<file path="config.mk">
export PLATFORM = sky130hd
export DESIGN_NAME = quad_encoder_gen
export DESIGN_NICKNAME = d
export VERILOG_FILES = /design/src/rtl/quad_encoder_gen.sv
export SDC_FILE = /design/constraint.sdc
export NUM_CORES = 1
export LEC_CHECK = 0
export CORE_MARGIN = 1
export CORE_UTILIZATION = 51
export DETAILED_ROUTE_END_ITERATION = 10
export PLACE_DENSITY = 0.82
export SLEW_MARGIN = 40
export SYNTH_ARGS = -nofsm -noshare
export SYNTH_HDL_FRONTEND = slang
export SYNTH_SLANG_ARGS = --single-unit
</file>
<file path="constraint.sdc">
create_clock -name clk -period 1.9 [get_ports clk]
set_input_delay 0.38 -clock clk [delete_from_list [all_inputs] [get_ports clk]]
set_output_delay 0.38 -clock clk [all_outputs]
set_load 0.005 [all_outputs]
</file>
<file path="src/rtl/quad_encoder_gen.sv">
// quad_encoder_gen: quadrature transmitter that turns step commands into
// signal_a/signal_b waveforms and tracks the position a matching decoder
// would reach. Optional abort input is enabled by QUAD_ENCODER_GEN_ABORT_EN.
//
// state    | meaning
// ---------+--------------------------------------------------------------
// S_IDLE   | outputs at 00, cmd_ready high, waiting for a command
// S_STEP   | emitting detents: phase index 0..3, timer 0..PHASE_CYCLES-1
// S_FINISH | one cycle, done pulses, then back to S_IDLE
module quad_encoder_gen #(
   parameter int PHASE_CYCLES = 1000,
   parameter int STEP_W       = 4
) (
   input  logic              clk,
   input  logic              rst,
   input  logic              cmd_valid,
   output logic              cmd_ready,
   input  logic              cmd_dir,
   input  logic [STEP_W-1:0] cmd_steps,
`ifdef QUAD_ENCODER_GEN_ABORT_EN
   input  logic              abort,
`endif
   output logic              signal_a,
   output logic              signal_b,
   output logic              busy,
   output logic              done,
   output logic [2:0]        position
);

   localparam int TW = (PHASE_CYCLES > 1) ? $clog2(PHASE_CYCLES) : 1;
   localparam logic [TW-1:0] T_LAST = TW'(PHASE_CYCLES - 1);

   typedef enum logic [1:0] {S_IDLE, S_STEP, S_FINISH} state_t;

   state_t            state_q, state_d;
   logic [1:0]        phase_q, phase_d;
   logic [TW-1:0]     timer_q, timer_d;
   logic [STEP_W-1:0] remain_q, remain_d;
   logic              dir_q, dir_d;
   logic              a_q, a_d;
   logic              b_q, b_d;
   logic [2:0]        pos_q, pos_d;
   logic              done_q, done_d;
   logic              ready_q, ready_d;
   logic              abort_req_q, abort_req_d;
   logic              abort_hit;
   logic [1:0]        ab_next;
   logic              dir_now;

   // (A,B) for a given direction and phase index; A leads B for CW
   function automatic logic [1:0] phase_ab(input logic dir, input logic [1:0] ph);
      logic [1:0] ab;
      ab = 2'b00;
      case (ph)
         2'd0: ab = dir ? 2'b01 : 2'b10;
         2'd1: ab = 2'b11;
         2'd2: ab = dir ? 2'b10 : 2'b01;
         default: ab = 2'b00;
      endcase
      return ab;
   endfunction

`ifdef QUAD_ENCODER_GEN_ABORT_EN
   assign abort_hit = abort_req_q | abort;
`else
   assign abort_hit = 1'b0;
`endif

   // next-state, phase/timer sequencing and decoder-equivalent position
   always_comb begin
      state_d     = state_q;
      phase_d     = phase_q;
      timer_d     = timer_q;
      remain_d    = remain_q;
      dir_d       = dir_q;
      abort_req_d = abort_req_q;
      ab_next     = {a_q, b_q};
      dir_now     = dir_q;
      case (state_q)
         S_IDLE: begin
            abort_req_d = 1'b0;
            dir_now     = cmd_dir;
            if (cmd_valid && ready_q) begin
               dir_d    = cmd_dir;
               remain_d = cmd_steps;
               timer_d  = '0;
               phase_d  = 2'd0;
               if (cmd_steps == '0) begin
                  state_d = S_FINISH;
               end else begin
                  state_d = S_STEP;
                  ab_next = phase_ab(cmd_dir, 2'd0);
               end
            end
         end
         S_STEP: begin
            if (abort_hit) abort_req_d = 1'b1;
            if (timer_q == T_LAST) begin
               timer_d = '0;
               if (phase_q == 2'd3) begin
                  remain_d = remain_q - STEP_W'(1);
                  // detent boundary: outputs are already at 00 here
                  if ((remain_q == STEP_W'(1)) || abort_hit) begin
                     state_d = S_FINISH;
                  end else begin
                     phase_d = 2'd0;
                     ab_next = phase_ab(dir_q, 2'd0);
                  end
               end else begin
                  phase_d = phase_q + 2'd1;
                  ab_next = phase_ab(dir_q, phase_q + 2'd1);
               end
            end else begin
               timer_d = timer_q + TW'(1);
            end
         end
         default: begin
            state_d = S_IDLE;
         end
      endcase
      a_d = ab_next[1];
      b_d = ab_next[0];
      pos_d = pos_q;
      // count exactly where a decoder would: on the A rising edge
      if (!a_q && ab_next[1]) pos_d = pos_q + (dir_now ? 3'd7 : 3'd1);
      done_d  = (state_d == S_FINISH);
      ready_d = (state_d == S_IDLE);
   end

   // state and registered outputs, synchronous reset aborts immediately
   always_ff @(posedge clk) begin
      if (rst) begin
         state_q     <= S_IDLE;
         phase_q     <= 2'd0;
         timer_q     <= '0;
         remain_q    <= '0;
         dir_q       <= 1'b0;
         a_q         <= 1'b0;
         b_q         <= 1'b0;
         pos_q       <= 3'd0;
         done_q      <= 1'b0;
         ready_q     <= 1'b1;
         abort_req_q <= 1'b0;
      end else begin
         state_q     <= state_d;
         phase_q     <= phase_d;
         timer_q     <= timer_d;
         remain_q    <= remain_d;
         dir_q       <= dir_d;
         a_q         <= a_d;
         b_q         <= b_d;
         pos_q       <= pos_d;
         done_q      <= done_d;
         ready_q     <= ready_d;
         abort_req_q <= abort_req_d;
      end
   end

   assign signal_a  = a_q;
   assign signal_b  = b_q;
   assign position  = pos_q;
   assign done      = done_q;
   assign cmd_ready = ready_q;
   assign busy      = ~ready_q;

endmodule

</file>
== Yosys cells after proc, flatten, opt, wreduce, memory -nomap -nowiden ==
Index checks and enable logic that the tools add are counted.
Cells by class
  $add $sub $neg: 4
  eq/ne operators: 12
  reductions and logical operators: 13
  bitwise operators: 1
  multiplexer cells: 30
Operator list (number)
  2-bit two-way mux: 17
  10-bit two-way mux: 2
  10-bit case mux with 2 select lines: 1
  4-bit two-way mux: 3
  2-bit case mux with 2 select lines: 3
  10-bit by 1-bit adder with 10-bit output (second input constant): 1
  10-bit equality test (second input constant): 1
  2-bit != test (second input constant): 4
  4-bit case mux with 2 select lines: 1
  4-bit AND reduction: 2
  2-bit equality test (second input constant): 3
  2-bit logical NOT: 3
  2-bit case mux with 3 select lines: 1
  5-bit AND reduction: 1
  2-bit by 1-bit equality test with 1-bit output (second input constant): 2
  4-bit by 1-bit equality test with 1-bit output (second input constant): 1
  4-bit logical NOT: 1
  2-bit AND reduction: 2
  4-bit by 1-bit subtractor with 4-bit output (second input constant): 1
  3-bit adder: 1
  3-bit two-way mux: 1
  3-bit != test (second input constant): 1
  2-bit by 1-bit adder with 2-bit output (second input constant): 1
  1-bit logical AND: 2
  other kinds (4): 4
Word-level totals
  register bits after elaboration: 26
  logic and storage cells: 70
  input bits: 8
  output and inout port bits: 8

== Depth between registers and ports, before layout ==
  depth after elaboration: 7
  gate-level depth with buffers: 8
  mapped depth without buffers: 7

== Worst setup path after synthesis ==
OpenSTA, ideal clock, no wires.
  path type: flip-flop to flip-flop
  start: register remain_q[1]
  end: register pos_q[0] (netlist: position[0])
  path slack: -0.085 ns
  data arrival time: 1.864 ns
  data required time: 1.779 ns
  buffers on the path: 0
  clock period less this slack: 1.985 ns
  cell stages (with the launch flop): 8
  cell sequence: dfxtp_1 > inv_1 > ha_1 > nor3b_2 > or3b_4 > a2111oi_4 > nor2_2 > mux2_4
On the way
  cells in the longest elaborated chain, start to end: 6
RTL lines
  start, declared: RTL line 38  | logic [STEP_W-1:0] remain_q, remain_d;
  start signal, assigned: RTL line 148  | remain_q <= remain_d;
  4-bit by 1-bit equality test with 1-bit output: RTL line 103  | if ((remain_q == STEP_W'(1)) || abort_hit) begin
  2-bit two-way mux: RTL line 103
  2-bit two-way mux: RTL line 100  | if (phase_q == 2'd3) begin
  2-bit two-way mux: RTL line 98  | if (timer_q == T_LAST) begin
  2-bit case mux with 2 select lines: RTL line 79  | case (state_q)
  1-bit logical AND: RTL line 125  | if (!a_q && ab_next[1]) pos_d = pos_q + (dir_now ? 3'd7 : 3'd1);
  end signal, assigned: RTL line 152  | pos_q <= pos_d;
  end, declared: RTL line 42  | logic [2:0] pos_q, pos_d;
No other way between the ends. The select of a mux whose other input is x is not followed.
A chain may end at the register's enable or synchronous reset.

== Final worst setup path ==
  start: register remain_q[1]
  end: register pos_q[2] (netlist: position[2])
The elaborated chain is that of the path after synthesis.

==> impl_results.md <==
* Req. time, crit path at 2.14 ns
* HP Class: reg2reg
* Share of cells above drive strength 1 at between 20 and 30%
* Layout overhead on the synthesized area at 30.6%
* Synth area leader: dfxtp_1
* Top cells by area, synth: dfxtp_1 (31%), ha_1 (5.9%), nor2_1 (5.8%), nand2_1 (4.0%), a21oi_1 (3.3%)
* Setup WS pre-CTS at -0.241 ns
* DR DRC count at 0
* Synth Warn # at 0
* Critical path endpoint category: flop
* Most common library cells after synthesis: dfxtp_1 (26), nor2_1 (26), nand2_1 (18)
* Seq/Total Area, Yosys at between 30% and 40%
* Routability cong. at 0.858
* Die Height at 59.5 um
* Met1 GRT Util at ~35%
* Largest net degree at the start of global routing at 17
* Outcome: finished with violations
* Initial Util at between 50% and 60%
* Clock Latency Late Sink at between 0.3 and 0.4 ns
* Number of cells on the worst reg-to-reg path at 7
* Worst Clk Skew at around 0.012 ns
* Fin. max-slew vios at 0
* Worst Hold End: timer_q[9]
* Clock Root Buffer: clkbuf_4
* Final hold violations at 0
* CP Cell Sequence: inv_2 > ha_4 > nor3b_4 > or3b_4 > a2111oi_4 > o21ai_2 > mux2_4
* Clock Pin Slew Worst Setup and Hold Paths at around 0.16 ns
* Leakage at between 0.0009 and 0.001 uW
* Pwr Density at between 600 and 700 mW/mm2
* Via count at 1595
* Worst r2r src: remain_q[1]
* Failing checks: negative setup slack
* Final worst slack at -0.0715 ns
* H-tree levels at 1
* RSZ-0062 raised after global routing: true
* First-pass DRT Iterations at 4
* WS Path Type: reg2reg
* Antenna Violating Nets Remaining at 0
* Post-synthesis sequential element count at 26
* Met2 Usage GRT at around 39%
* Worst hold slack at between 0.5 and 0.6 ns
* Routed Wire Length at between 3000 and 4000 um
* Arr. time, crit path at between 2 and 2.5 ns
* Iteration-0 DRC Markers at 75
* Total die area at between 0.003 and 0.004 mm2
* Syn Inst Count at approximately 200
* Max VDD drop at between 0.3 and 0.4 mV
* Beginning of the worst hold path: timer_q[9]
* Reg-to-reg setup timing slack at -0.07 ns
* Congestion Overflow GR at 0
* Total CTS buffers at 3
* Crit path largest cell delay at a little over 0.4 ns
* Syn nets at about 210
* Rel. slew slack at approximately 60%
* Share of the synthesized area in the top cell type at 30.9%
* Synth cell types at 57
* Initial antenna violation count at 0
* Synthesized area at about 0.0017 mm2
* Total core area at between 0.003 and 0.004 mm2
* Port bufs at 15
* CP Launch Type: flop
* Number of global-route vias before repair at 1485
* Post-synth EDFFs at 0
* Via-to-Cell Ratio at approximately 5.6
* Clk buf depth at 2
* # diodes at 0
* Nets at ~260
* Met3 usage at around 2.6%
* Hold_buf cts at 0
* First-pass GRT wire length at roughly 6600 um
* Die Wd at 59.5 um
* FMAX at 507 MHz
* I/O pins at 16
* Ys async rst share at 0%
* Max_cap viols at 0
* Crit Path Max Fanout at 2
* Clock Sink Count at 26
* Main synth FF type: dfxtp_1
* FF-to-FF End: position[2]
* Final period util at 104%
* Most used routing layer: met2
* Worst hold stages at 1
* Actual slew at the worst max-slew pin at about 0.57 ns
* Min Tclk post-route at 1.97 ns
* Gr usage total at between 20% and 30%
* CTS tree: yes
* Syn Area/Cell at 8.61 um2
* Slowest cell on crit path: or3b_4
* DP HPWL at about 3000 um
* Count of final setup violators at 3
* DR WL/cell at approximately 14 um
* Num rows at 20
-- metrics by stage --
step / utilization, % / total power (uW) / std cells / cell area [um2] / setup TNS [ns]
2_1_floorplan: - / 797 / 196 / 1710 / -0.0130
3_3_place_gp: 68.2 / 940 / 278 / 2120 / -0.503
3_5_place_dp: 68.2 / 947 / 278 / 2120 / -0.616
4_1_cts: 70.4 / 1340 / 284 / 2180 / -0.189
5_1_grt: 71.0 / 1410 / 284 / 2200 / -0.419
6_report: 71.0 / 1340 / 284 / 2200 / -0.152
-- logic make-up (layout without fill, tap and decap cells) --
family          count (synthesis)  count (layout)  synth area share, %
fa+ha+maj                       9               9                 7.12
flops                          26              26                 30.9
compound gates                 51              51                 23.1
simple gates                   83              83                 28.2
xor+xnor                        1               1                0.519
mux                             9               9                 6.16
buf+inv                        17              61                 4.01
-- how the worst max path moves through the flow --
| stage | start | endpoint | slack (ns) | cells after the start |
|---|---|---|---|---|
| floorplan | remain_q[1] | position[0] | -0.01 | 7 |
| global placement | cmd_steps[2] | position[2] | -0.21 | 6 |
| detailed placement | cmd_dir | position[2] | -0.24 | 7 |
| CTS | remain_q[1] | position[0] | -0.09 | 7 |
| global route | remain_q[1] | position[0] | -0.15 | 7 |
| finish | remain_q[1] | position[2] | -0.07 | 7 |
-- flip-flops by register name (all words and copies together), names as in the netlist --
name and count:
position 3, timer_q 10, dir_q 1, signal_b 1
signal_a 1, done 1, state_q 2, phase_q 2
remain_q 4, cmd_ready 1
-- worst max-delay path: cells and delay by family, from the launching register on --
| family | cells | cell delay [ns] |
|---|---|---|
| AOI/OAI and AO/OA | 2 | 0.49 |
| adders and majority gates | 1 | 0.14 |
| buffers and inverters | 1 | 0.05 |
| DFF | 1 | 0.36 |
| muxes | 1 | 0.29 |
| and+or+nand+nor | 2 | 0.55 |
-- where the power goes --
part	internal (uW)	switching, uW
clock	213	179
sequential	572	27.6
combinational	181	165
total	967	372
-- routing by layer --
layer | wire (um) | share of wire, %
met5 | 0 | 0
met2 | 1850 | 47
met1 | 1850 | 48
met3 | 173 | 4.4
met4 | 19 | 0.49
-- placed cells by master, fill, tap and decap left out, types with 4 or more instances in the layout --
cell type | Yosys | routed
inv_1 | 7 | 6
mux2i_1 | 4 | 4
nand2_1 | 18 | 18
clkdlybuf4s50_1 | 0 | 15
a21oi_1 | 11 | 11
ha_1 | 8 | 7
and3_1 | 5 | 5
o21ai_0 | 7 | 7
a311oi_1 | 4 | 4
nand2b_1 | 5 | 5
dfxtp_1 | 26 | 23
buf_4 | 0 | 34
nor2_1 | 26 | 26
-- area by class of cell --
| type | instances | area (um2) |
|---|---|---|
| inverters | 8 | 30.0 |
| flip-flops and latches | 26 | 527 |
| fillers | 259 | 901 |
| clock inverters | 1 | 30.0 |
| multi-input cells | 153 | 1130 |
| well taps | 44 | 55.1 |
| clock buffers | 3 | 22.5 |
| repair buffers | 49 | 405 |
-- what timing repair did --
item	in CTS	in global routing
pin swaps	0	1
setup buffers	2	0
resized for setup	0	4
endpoints found under the setup margin	3	11
Power figures use the tool's default switching activity.
